--- config.mk ---
export PLATFORM = sky130hd
export DESIGN_NAME = ulut_array
export DESIGN_NICKNAME = d
export VERILOG_FILES = /design/src/rtl/ulut_array.sv
export SDC_FILE = /design/constraint.sdc
export NUM_CORES = 1
export LEC_CHECK = 0
export BUFFER_PORTS_ARGS = -buffer_cell sky130_fd_sc_hd__buf_2
export CAP_MARGIN = 20
export CORE_MARGIN = 2
export CORE_UTILIZATION = 35
export CTS_BUF_LIST = sky130_fd_sc_hd__clkbuf_4 sky130_fd_sc_hd__clkbuf_8 sky130_fd_sc_hd__clkbuf_16
export CTS_CLUSTER_SIZE = 16
export DETAILED_ROUTE_END_ITERATION = 8
export PLACE_DENSITY = 0.6
export SYNTH_ARGS = -nofsm -noshare
export SYNTH_HDL_FRONTEND = slang
export SYNTH_SLANG_ARGS = --single-unit
--- constraint.sdc ---
create_clock -name clk -period 1.3 [get_ports clk]
set_input_delay 0.195 -clock clk [delete_from_list [all_inputs] [get_ports clk]]
set_output_delay 0.195 -clock clk [all_outputs]
set_load 0.02 [all_outputs]
--- src/rtl/ulut_array.sv ---
// Array of CH universal K-input gates. Each channel's truth table comes from a serially
// loaded configuration register, and results are returned through a valid/ready pipeline stage.
module ulut_array #(
  parameter int K  = 2,
  parameter int CH = 4
) (
  input  logic            clk,
  input  logic            rst_n,
  input  logic            cfg_en,
  input  logic            cfg_in,
  output logic            cfg_busy,
  output logic            cfg_done,
  input  logic            in_valid,
  output logic            in_ready,
  input  logic [CH*K-1:0] in_data,
  output logic            out_valid,
  input  logic            out_ready,
  output logic [CH-1:0]   out_data
);

  localparam int LW = 2 ** K;
  localparam int L  = CH * LW;
  localparam int CW = $clog2(L + 1);
  localparam logic [CW-1:0] CNT_ZERO = CW'(0);
  localparam logic [CW-1:0] CNT_ONE  = CW'(1);
  localparam logic [CW-1:0] CNT_LAST = CW'(L - 1);

  typedef enum logic [1:0] {
    UNCFG = 2'd0,
    LOAD  = 2'd1,
    RUN   = 2'd2
  } state_t;

  state_t          state_q, state_d;
  logic [CW-1:0]   cnt_q, cnt_d;
  logic [L-1:0]    cfg_q, cfg_d;
  logic            out_valid_q, out_valid_d;
  logic [CH-1:0]   out_data_q, out_data_d;
  logic            cfg_done_q, cfg_done_d;
  logic            xfer;

  // Channel c reads its own 2^K-entry slice of the configuration, indexed by its select.
  function automatic logic [CH-1:0] lut_eval(input logic [L-1:0] cfg, input logic [CH*K-1:0] sel);
    logic [CH-1:0] res;
    logic [LW-1:0] lut;
    logic [K-1:0]  s;
    res = {CH{1'b0}};
    for (int c = 0; c < CH; c++) begin
      lut    = cfg[c*LW +: LW];
      s      = sel[c*K +: K];
      res[c] = lut[s];
    end
    return res;
  endfunction

  // A configuration bit in flight always wins over data, so input is refused that cycle.
  assign in_ready  = (state_q == RUN) && !cfg_en && (!out_valid_q || out_ready);
  assign xfer      = in_valid && in_ready;
  assign cfg_busy  = (state_q == LOAD);
  assign cfg_done  = cfg_done_q;
  assign out_valid = out_valid_q;
  assign out_data  = out_data_q;

  // Next-state, configuration shift and output-stage handshake.
  always_comb begin
    state_d     = state_q;
    cnt_d       = cnt_q;
    cfg_d       = cfg_q;
    out_valid_d = out_valid_q;
    out_data_d  = out_data_q;
    cfg_done_d  = 1'b0;
    case (state_q)
      UNCFG: begin
        if (cfg_en) begin
          cfg_d   = {cfg_in, cfg_q[L-1:1]};
          cnt_d   = CNT_ONE;
          state_d = LOAD;
        end else begin
          state_d = UNCFG;
        end
      end
      LOAD: begin
        if (cfg_en) begin
          cfg_d = {cfg_in, cfg_q[L-1:1]};
          if (cnt_q == CNT_LAST) begin
            cnt_d      = CNT_ZERO;
            state_d    = RUN;
            cfg_done_d = 1'b1;
          end else begin
            cnt_d = cnt_q + CNT_ONE;
          end
        end else begin
          state_d = LOAD;
        end
      end
      RUN: begin
        if (cfg_en) begin
          // Reconfiguration drops whatever result was waiting for the consumer.
          cfg_d       = {cfg_in, cfg_q[L-1:1]};
          cnt_d       = CNT_ONE;
          state_d     = LOAD;
          out_valid_d = 1'b0;
        end else if (xfer) begin
          out_valid_d = 1'b1;
          out_data_d  = lut_eval(cfg_q, in_data);
        end else if (out_valid_q && out_ready) begin
          out_valid_d = 1'b0;
        end else begin
          out_valid_d = out_valid_q;
        end
      end
      default: begin
        state_d     = UNCFG;
        cnt_d       = CNT_ZERO;
        out_valid_d = 1'b0;
      end
    endcase
  end

  // State and datapath registers with synchronous active-low reset.
  always_ff @(posedge clk) begin
    if (!rst_n) begin
      state_q     <= UNCFG;
      cnt_q       <= CNT_ZERO;
      cfg_q       <= {L{1'b0}};
      out_valid_q <= 1'b0;
      out_data_q  <= {CH{1'b0}};
      cfg_done_q  <= 1'b0;
    end else begin
      state_q     <= state_d;
      cnt_q       <= cnt_d;
      cfg_q       <= cfg_d;
      out_valid_q <= out_valid_d;
      out_data_q  <= out_data_d;
      cfg_done_q  <= cfg_done_d;
    end
  end

endmodule

==> results by group, run 1 <==
Yosys
  • Library cells used by synthesis: 34
  • Register bit count reported by yosys: 29
  • Synth Cell Area: 0.00129 mm^2
  • Synth Area per Inst: 8.67 um^2
  • Synthesized instance count: 149
  • Syn nets: 164
  • Yosys Warn Count: 0
  • Sequential share of the synthesized area: 0.449

CTS
  • Worst-Skew Late Latency: 0.27 ns
  • CTS Hold Buffers Added: 0
  • Num CTS Buffers: 5
  • Worst-case clock buffer depth: 2
  • Level count of the clock H-tree: 2
  • CTS tree: done
  • CTS clock-pin slew for the worst setup and hold paths: 0.06 ns
  • Root buffer cell: clkbuf_8
  • CTS sink count: 29

Place
  • I/O Buffers: 21
  • Place WS: 0.0206 ns
  • Routability Congestion: 0.826
  • Placed cell count: 217
  • DP Area: 0.00150 mm^2
  • DP HPWL: 2.01 mm

GRT
  • First-pass GRT wire length: 4.76 mm
  • Initial antenna violation count: 0
  • Vias in the first global route: 1097
  • Total GRT Usage: 0.150
  • Largest net degree at the start of global routing: 19
  • Remaining Overflow, GRT: 0

STA
  • Final Skew: 0.00477 ns
  • Slew HR: 0.786
  • Endpoints failing setup: 11
  • Max Slew Vio Count: 0
  • RSZ-0062 raised after global routing: yes
  • Worst-Margin Slew: 0.321 ns
  • Final Hold Fails: 0
  • Final Cycle Share: 1.09
  • FMAX: 704 MHz
  • Tmin final: 1.42 ns
  • Hold slack: 0.157 ns
  • Post-route setup slack: -0.121 ns

Run status
  • Violations in the final reports: setup timing
  • Status: finished, violations left

Layout
  • Diodes inserted: 0
  • Finished Layout Cells: 232
  • Fill count: 314
  • Post-route cell area: 0.00188 mm^2
  • Total Nets Final: 199
  • Layout area overhead: 45.5%
  • Share of cells above drive strength 1: 0.500

Min path
  • Worst Hold Path EP: cfg_q[15]$_SDFFE_PN0P_
  • Hold path start: cfg_in
  • Worst hold path cell count: 3
  • Hold crit path type: in -> reg

Routing
  • Initial DRC Count: 66
  • Antenna viol nets, final: 0
  • Vias: 1206
  • Vias per cell: 5.20
  • DRC: 0
  • Final WL: 3.02 mm
  • WL/cell: 13.0 um
  • Drt first pass iters: 4

Power and ir drop
  • Leak: 0.000749 uW
  • Comb pwr share: 0.098
  • P_sw: 418 uW
  • Flop pwr share: 0.494
  • PD cells: 978 mW/mm^2
  • Sw frac: 0.227
  • Peak supply drop: 0.574 mV
  • P_int: 1420 uW
  • Overall power: 1840 uW
  • Clock power frac: 0.408

Floorplan
  • Core Footprint: 0.00361 mm^2
  • # IOs: 22
  • Die Footprint: 0.00420 mm^2
  • Initial Util: 0.358
  • Num rows: 22
  • Die X: 64.8 um
  • Die extent in y: 64.8 um

Worst setup path
  • R2R cell count: 7
  • Critical Path Source Type: flip-flop
  • R2R Setup Slk: -0.02 ns
  • Critical path class: reg -> out
  • Critical R2R Capture: cfg_q[1]$_SDFFE_PN0P_
  • Worst r2r src: state_q[1]$_SDFFE_PN0P_
  • CP arrival: 1.23 ns
  • CP endpoint kind: output pin
  • Worst Path Max Fanout: 2
  • Worst EP required: 1.11 ns

Job
  • Reported max-cap violation count: 0
==> layer usage <==
metal,share of wire,up-vias,track usage
met5,0,-,0
met4,0.025,0,0.0878
met3,0.049,9,0.0469
met2,0.49,25,0.232
met1,0.44,577,0.183
li1,-,595,-
==> metrics by stage <==
step	util	setup TNS [ns]
2_1_floorplan	-	0
5_1_grt	0.522	-1.08
6_report	0.522	-0.353
3_5_place_dp	0.415	0
4_1_cts	0.453	-0.229
3_3_place_gp	0.415	0
==> Yosys cell counts <==
| library cell | instances | area, um^2 |
|---|---|---|
| clkbuf_2 | 1 | 5.00 |
| o21ai_0 | 3 | 15.0 |
| inv_1 | 4 | 15.0 |
| mux4_2 | 4 | 90.1 |
| buf_2 | 4 | 20.0 |
| a31oi_1 | 2 | 12.5 |
| nand2_1 | 36 | 135 |
| nand4b_1 | 1 | 8.76 |
| nand3_1 | 4 | 20.0 |
| buf_6 | 1 | 11.3 |
| a22oi_1 | 1 | 7.51 |
| or3b_1 | 1 | 8.76 |
| and2b_1 | 1 | 7.51 |
| a21bo_1 | 1 | 10.0 |
| and4b_1 | 1 | 10.0 |
| o31ai_1 | 5 | 37.5 |
| nor3b_1 | 1 | 7.51 |
| and4_1 | 1 | 8.76 |
| a21o_2 | 1 | 8.76 |
| nand4_1 | 4 | 25.0 |
| and3b_1 | 1 | 8.76 |
| nand2b_1 | 3 | 18.8 |
| a21oi_1 | 24 | 120 |
| a221oi_1 | 1 | 8.76 |
| ha_1 | 1 | 12.5 |
| nand3b_1 | 1 | 7.51 |
| o221ai_1 | 1 | 8.76 |
| clkbuf_1 | 3 | 11.3 |
| nor2b_1 | 2 | 12.5 |
| xor2_1 | 1 | 8.76 |
| nor2_1 | 3 | 11.3 |
| a21boi_0 | 1 | 7.51 |
| dfxtp_1 | 29 | 581 |
| a21boi_2 | 1 | 11.3 |
==> worst max-delay path by stage <==
stage               cells past startpoint                        to                    start
floorplan                               4                  in_ready  state_q[1]$_SDFFE_PN0P_
global placement                        3                  in_ready  state_q[1]$_SDFFE_PN0P_
detailed placement                      3  out_data[1]$_SDFFE_PN0P_  state_q[1]$_SDFFE_PN0P_
CTS                                     3                  in_ready  state_q[1]$_SDFFE_PN0P_
global route                            3                  in_ready  state_q[1]$_SDFFE_PN0P_
finish                                  3                  in_ready  state_q[1]$_SDFFE_PN0P_
==> power groups by stage <==
stage | sequential, uW | clock (uW) | combinational [uW]
2_1_floorplan | 925 | 0 | 72.3
3_3_place_gp | 926 | 0 | 131
3_5_place_dp | 926 | 0 | 136
4_1_cts | 907 | 764 | 140
5_1_grt | 909 | 814 | 195
6_report | 909 | 750 | 180
==> timing repair <==
action                     4_1_cts  5_1_grt
resized for setup               11       51
buffers inserted                 1        6
cloned                           0        1
setup endpoints to repair        9       25
hold endpoints to repair         0        0
pin swaps                        1       20
==> logic make-up (layout without fill, tap and decap cells) <==
family,count (synthesis),after routing,share of synthesized area
buffers and inverters,13,48,0.0484
flip-flops,29,29,0.449
multiplexers,4,4,0.0697
AO/OA/AOI/OAI,41,41,0.192
adder cells (fa/ha/maj),1,1,0.00968
AND/OR/NAND/NOR,60,60,0.225
XOR/XNOR,1,1,0.00678
==> layout make-up <==
| cell class | count | area (um^2) | area share |
|---|---|---|---|
| Timing Repair Buffer | 37 | 292 | 0.155 |
| Multi-Input combinational cell | 107 | 841 | 0.447 |
| Inverter | 4 | 15.0 | 0.00798 |
| Tap cell | 48 | 60.1 | 0.0319 |
| Clock buffer | 7 | 90.1 | 0.0479 |
| Sequential cell | 29 | 583 | 0.310 |
==> flip-flops by register name, summed over array words and instances (netlist names) <==
| name | cells |
|---|---|
| cfg_done | 1 |
| cfg_q | 16 |
| cnt_q | 5 |
| out_data | 4 |
| out_valid | 1 |
| state_q | 2 |
==> worst max-delay path, cell delays in order (launching register included) <==
cell and delay (ns):
dfxtp_2 0.33, or3b_4 0.41, nor2_4 0.09, buf_6 0.11
==> layout by cell type (no fill, tap or decap), types with 2 or more instances in the layout <==
cell       n
a21oi_2   14
nand2_4    9
dfxtp_1   27
buf_6      5
clkbuf_8   6
nor2_1     2
nand3_1    4
nand2b_1   3
dfxtp_2    2
a31oi_1    2
buf_12     2
buf_4     10
nand2_2    4
inv_1      4
o31ai_2    4
buf_2     19
nand4_1    4
a21oi_1   10
o21ai_0    2
nand2_1   23
mux4_2     4
Power figures use the tool's default switching activity.
==> run 2, diff against run 1 <==
Settings changed: CORE_UTILIZATION 35 to 40, PLACE_DENSITY 0.6 to 0.66, SLEW_MARGIN set to 30.
==> run 2 against run 1 <==
The run still ends with setup timing left. Die area down 12%. Sequential power fell by 0.4%. Global-route usage increased by 2.7 points. First-iteration DRC count shrank 44%. Clock skew is 0.0019 ns higher. Maximum frequency fell by 3.7%. Critical path type unchanged. Register-to-register slack lost 0.07 ns. Non-clock buffer count down 4. Count of clock-buffer cells in the layout shrank 1. Sequential share of layout area grew 4.4 points. Design area fell by 12%. Critical path depth unchanged.
==> results by group, run 2 (synthesis results as in run 1) <==
Power and ir drop
  • Leak: 0.000611 uW (-18%)
  • Peak supply drop: 0.690 mV (+20%)
  • PD cells: 963 mW/mm^2 (-1.5%)

Layout
  • Layout area overhead: 27.5%
  • Diodes inserted: 0 (unchanged)
  • Total Nets Final: 195 (-2.0%)
  • Finished Layout Cells: 225 (-3.0%)
  • Max reg flops: 16 (unchanged)
  • Largest reg by FF count: cfg_q
  • Commonest non-fill, non-tap cell in the layout: nand2_1
  • Share of cells above drive strength 1: 0.337 (-0.163)
  • Most frequent cells in the layout: 36 x nand2_1, 27 x dfxtp_1, 21 x a21oi_1
  • Fill count: 312 (-0.64%)

Worst setup path
  • Worst EP required: 1.11 ns (about the same)
  • Worst path top cell family by delay: simple AND/OR/NAND/NOR gates
  • Worst r2r src: state_q[0]$_SDFFE_PN0P_
  • CP arrival: 1.28 ns (+0.05 ns)
  • Critical Path Source Type: flip-flop
  • Slowest cell on crit path: or3b_4
  • Worst Setup SP: state_q[0]$_SDFFE_PN0P_
  • R2R cell count: 5 (-2)
  • CP max stage delay: 0.40 ns (about the same)
  • Worst Path Max Fanout: 2 (unchanged)
  • Critical path class: reg -> out
  • Worst Path Buf+Inv: 1 (unchanged)
  • CP endpoint kind: output pin
  • Worst-path cell chain: or3b_4 -> nor2_4 -> buf_6
  • Crit. path cell count: 3 (unchanged)

Floorplan
  • Die extent in y: 60.8 um (-6.1%)
  • # IOs: 22 (unchanged)
  • Die X: 60.8 um (-6.1%)
  • Initial Util: 0.423 (+0.0649)
  • Num rows: 20 (-9.1%)
  • Die Footprint: 0.00370 mm^2 (-12%)
  • Core Footprint: 0.00305 mm^2 (-15%)

GRT
  • Vias in the first global route: 1037 (-5.5%)
  • Largest net degree at the start of global routing: 25 (+6)
  • Remaining Overflow, GRT: 0 (unchanged)
  • Initial antenna violation count: 0 (unchanged)
  • First-pass GRT wire length: 4.70 mm (-1.3%)
  • Total GRT Usage: 0.178 (+0.0274)

Min path
  • Hold crit path type: in -> reg
  • Worst hold path cell count: 3 (unchanged)
  • Hold path start: cfg_in

Routing
  • Antenna viol nets, final: 0 (unchanged)
  • DRC: 0 (unchanged)
  • Vias: 1157 (-4.1%)
  • Drt first pass iters: 4 (unchanged)
  • Vias per cell: 5.14 (-1.1%)
  • Final WL: 2.84 mm (-5.8%)
  • WL/cell: 12.6 um (-2.9%)
  • Initial DRC Count: 37 (-44%)

Run status
  • Status: finished, violations left
  • Violations in the final reports: setup timing

Place
  • I/O Buffers: 21 (unchanged)
  • Place WS: 0.0238 ns (+0.00320 ns)
  • Placed cell count: 215 (-0.92%)
  • Routability Congestion: 0.851 (+3.0%)
  • DP HPWL: 2.01 mm (+0.18%)

STA
  • Tmin final: 1.48 ns (+0.0547 ns)
  • Slew HR: 0.785 (about the same)
  • Final Hold Fails: 0 (unchanged)
  • Endpoints failing setup: 6 (-5)
  • Final Skew: 0.00667 ns (+0.00190 ns)
  • Post-route setup slack: -0.175 ns (-0.0547 ns)
  • Final Cycle Share: 1.13 (+0.0420)
  • FMAX: 678 MHz (-3.7%)
  • RSZ-0062 raised after global routing: yes
  • Max Slew Vio Count: 0 (unchanged)
  • Worst-Margin Slew: 0.322 ns (+0.000229 ns)

CTS
  • CTS clock-pin slew for the worst setup and hold paths: 0.09 ns (+0.03 ns)
  • Num CTS Buffers: 5 (unchanged)
  • CTS sink count: 29 (unchanged)
  • Worst-Skew Late Latency: 0.33 ns (+0.06 ns)
  • Worst-case clock buffer depth: 2 (unchanged)
  • Root buffer cell: clkbuf_4
  • CTS tree: done
  • Level count of the clock H-tree: 2 (unchanged)

Job
  • Reported max-cap violation count: 0 (unchanged)
run 2: changes by cell type in the layout (fill, tap and decap cells not counted), sizes merged:
cell and delta:
buf -3, clkbuf -2, clkinv +2
run 2: final timing paths:
path | endpoint | slack (ns)
setup / recovery | in_ready | -0.18
hold / removal | cfg_q[15]$_SDFFE_PN0P_ | 0.1
setup reg to reg | out_data[0]$_SDFFE_PN0P_ | -0.09
hold reg to reg | cnt_q[4]$_SDFFE_PN0P_ | 0.43
run 2: repair_timing:
| item | in CTS | in global routing |
|---|---|---|
| resized for setup | 6 | 19 |
| setup buffers | 1 | 1 |
| pin swaps | 1 | 4 |
| setup endpoints to repair | 2 | 19 |
| hold buffers | 0 | 0 |
run 2: area by class of cell:
class	instances	area, um^2	share of cell area
inverter	4	15.0	0.00911
sequential	29	583	0.354
clock inverter	2	10.0	0.00607
tap	44	55.1	0.0334
clock buffer	6	45.0	0.0273
multi-input combinational	107	728	0.442
timing repair buffer	33	211	0.128
run 2: report_power, final:
group          leakage, uW  switching (uW)  internal, uW
Combinational     0.000341            81.4          58.5
Clock            0.0000354             315           226
Sequential        0.000235            7.06           898
Total             0.000611             404          1180
run 2: per-stage QoR:
step	util	TNS [ns]	total power [uW]	cell area (um^2)	hold WS (ns)
floorplan	-	0	998	1290	0.331
global placement	0.486	0	1050	1480	0.420
detailed placement	0.486	0	1060	1480	0.426
CTS	0.511	-0.336	1590	1560	0.0891
global route	0.540	-0.865	1670	1650	0.115
finish	0.540	-0.618	1590	1650	0.0989
run 2: per-layer routing:
metal	share of wire	up-vias	wire (um)	global-route usage
met3	0.057	5	163	0.0704
li1	-	589	-	-
met2	0.48	34	1350	0.269
met1	0.45	529	1290	0.230
met4	0.013	0	37	0.0652
met5	0	-	0	0
run 2: worst min-delay path, stage by stage:
cell     delay (ns)
buf_2          0.10
nand2_1        0.05
a21oi_1        0.05
==> run 3, diff against run 2 <==
Settings changed: PLACE_DENSITY 0.66 to 0.72.
==> run 3 against run 2 <==
The run still ends with setup timing left. Clock skew barely moved. Register-to-register slack got worse by 0.02 ns. Clock power rose by 6.3%. Combinational power barely moved. Sequential power barely moved. Total power rose by 2.3%. Via count rose by 2.9%. Largest power group unchanged.
==> results by group, run 3 (synthesis results as in run 1) <==
Routing
  • M1 wire length: 1.24 mm (-4.0%)
  • Antenna viol nets, final: 0 (unchanged)
  • Met2 wire len: 1.45 mm (+7.2%)
  • WL/cell: 12.9 um (+2.6%)
  • Max layer used: met4
  • Vias: 1190 (+2.9%)
  • Initial DRC Count: 63 (+70%)
  • Final WL: 2.90 mm (+2.1%)
  • Met3 wire len: 155 um (-4.9%)
  • Vias per cell: 5.31 (+3.3%)
  • DRC: 0 (unchanged)
  • Drt first pass iters: 4 (unchanged)

STA
  • Post-route setup slack: -0.196 ns (-0.0203 ns)
  • Final Skew: 0.00643 ns (-0.000239 ns)
  • Endpoints failing setup: 6 (unchanged)
  • RSZ-0062 raised after global routing: yes
  • Worst-Margin Slew: 0.377 ns (+0.0554 ns)
  • FMAX: 669 MHz (-1.4%)
  • Max Slew Vio Count: 0 (unchanged)
  • Final Hold Fails: 0 (unchanged)
  • Slew HR: 0.746 (-0.0390)
  • Tmin final: 1.50 ns (+0.0203 ns)
  • Final Cycle Share: 1.15 (+0.0156)

Run status
  • Violations in the final reports: setup timing
  • Status: finished, violations left

Floorplan
  • Core Footprint: 0.00305 mm^2 (unchanged)
  • Die X: 60.8 um (unchanged)
  • Initial Util: 0.423 (unchanged)
  • Num rows: 20 (unchanged)
  • Die Footprint: 0.00370 mm^2 (unchanged)
  • Die extent in y: 60.8 um (unchanged)
  • # IOs: 22 (unchanged)

Layout
  • Final design utilization: 0.544 (+0.00410)
  • Total Nets Final: 195 (unchanged)
  • Post-route cell area: 0.00166 mm^2 (+0.76%)
  • Diodes inserted: 0 (unchanged)
  • Max reg flops: 16 (unchanged)
  • Most frequent cells in the layout: 36 x nand2_1, 27 x dfxtp_1, 23 x a21oi_1
  • Finished Layout Cells: 224 (-0.44%)
  • Commonest non-fill, non-tap cell in the layout: nand2_1
  • Layout area overhead: 28.5%
  • Share of cells above drive strength 1: 0.322 (-0.0148)
  • Largest reg by FF count: cfg_q

Worst setup path
  • Critical path class: reg -> out
  • Worst Path Max Fanout: 2 (unchanged)
  • CP arrival: 1.30 ns (+0.02 ns)
  • Worst EP required: 1.11 ns (about the same)
  • CP endpoint kind: output pin
  • Critical Path Source Type: flip-flop

CTS
  • CTS clock-pin slew for the worst setup and hold paths: 0.08 ns (about the same)
  • Root buffer cell: clkbuf_4
  • CTS sink count: 29 (unchanged)
  • Level count of the clock H-tree: 2 (unchanged)
  • CTS tree: done
  • Worst-Skew Late Latency: 0.33 ns (about the same)
  • Worst-case clock buffer depth: 2 (unchanged)
  • Num CTS Buffers: 5 (unchanged)
  • CTS Hold Buffers Added: 0 (unchanged)

Min path
  • Hold crit path type: in -> reg

Place
  • I/O Buffers: 21 (unchanged)
  • Placed cell count: 214 (-0.47%)
  • Routability Congestion: 0.797 (-6.4%)
  • DP Area: 0.00149 mm^2 (+0.34%)
  • DP HPWL: 2.03 mm (+0.72%)

Power and ir drop
  • Peak supply drop: 0.578 mV (-16%)
  • Leak: 0.000613 uW (+0.34%)
  • PD cells: 978 mW/mm^2 (+1.6%)
  • Overall power: 1620 uW (+2.3%)

Job
  • Reported max-cap violation count: 0 (unchanged)

GRT
  • Largest net degree at the start of global routing: 17 (-32%)
  • Vias in the first global route: 1115 (+7.5%)
  • Initial antenna violation count: 0 (unchanged)
  • Remaining Overflow, GRT: 0 (unchanged)
  • Total GRT Usage: 0.178 (+0.000617)
  • First-pass GRT wire length: 4.80 mm (+2.1%)
## run 3: changes by cell type in the layout (fill, tap and decap cells not counted), sizes merged
cell    before  now
clkbuf       6    7
clkinv       2    0
## run 3: area by class of cell
cell class / count / area, um^2
repair buffers: 33 / 220
clock buffers: 7 / 58.8
well taps: 44 / 55.1
fillers: 302 / 1390
multi-input cells: 107 / 728
inverters: 4 / 15.0
flip-flops and latches: 29 / 583
## run 3: final timing paths
path / from / end / slack, ns / cells after the start
min: cfg_in / cfg_q[15]$_SDFFE_PN0P_ / 0.12 / 3
max reg2reg: state_q[1]$_SDFFE_PN0P_ / out_data[1]$_SDFFE_PN0P_ / -0.11 / 5
max: state_q[1]$_SDFFE_PN0P_ / in_ready / -0.20 / 3
min reg2reg: cnt_q[4]$_SDFFE_PN0P_ / cnt_q[4]$_SDFFE_PN0P_ / 0.43 / 2
## run 3: stage by stage
stage	setup TNS [ns]	worst slack (ns)	hold slack [ns]
CTS	-0.305	-0.194	0.107
finish	-0.702	-0.196	0.116
global placement	0	0.0265	0.418
global route	-0.905	-0.237	0.114
floorplan	0	0.00789	0.331
detailed placement	0	0.0122	0.423
## run 3: critical path, cell delays in order, from the launching register on
cell and delay [ns]:
dfxtp_2 0.34, or3b_4 0.41, nor2_4 0.11, buf_6 0.12
## run 3: what timing repair did
item                       in CTS  in global routing
pin swaps                       1                  4
resized for setup               9                 13
setup buffers                   2                  1
setup endpoints to repair       2                 26
## run 3: where the power goes
part	switching [uW]	total (uW)	internal (uW)
clock network	300	576	276
registers	8.04	905	897
logic	79.8	142	61.7
## run 3: routing by layer
| metal | global-route usage | up-vias |
|---|---|---|
| li1 | - | 587 |
| met1 | 0.207 | 560 |
| met2 | 0.301 | 36 |
| met3 | 0.0469 | 7 |
| met4 | 0.0932 | 0 |
| met5 | 0 | - |
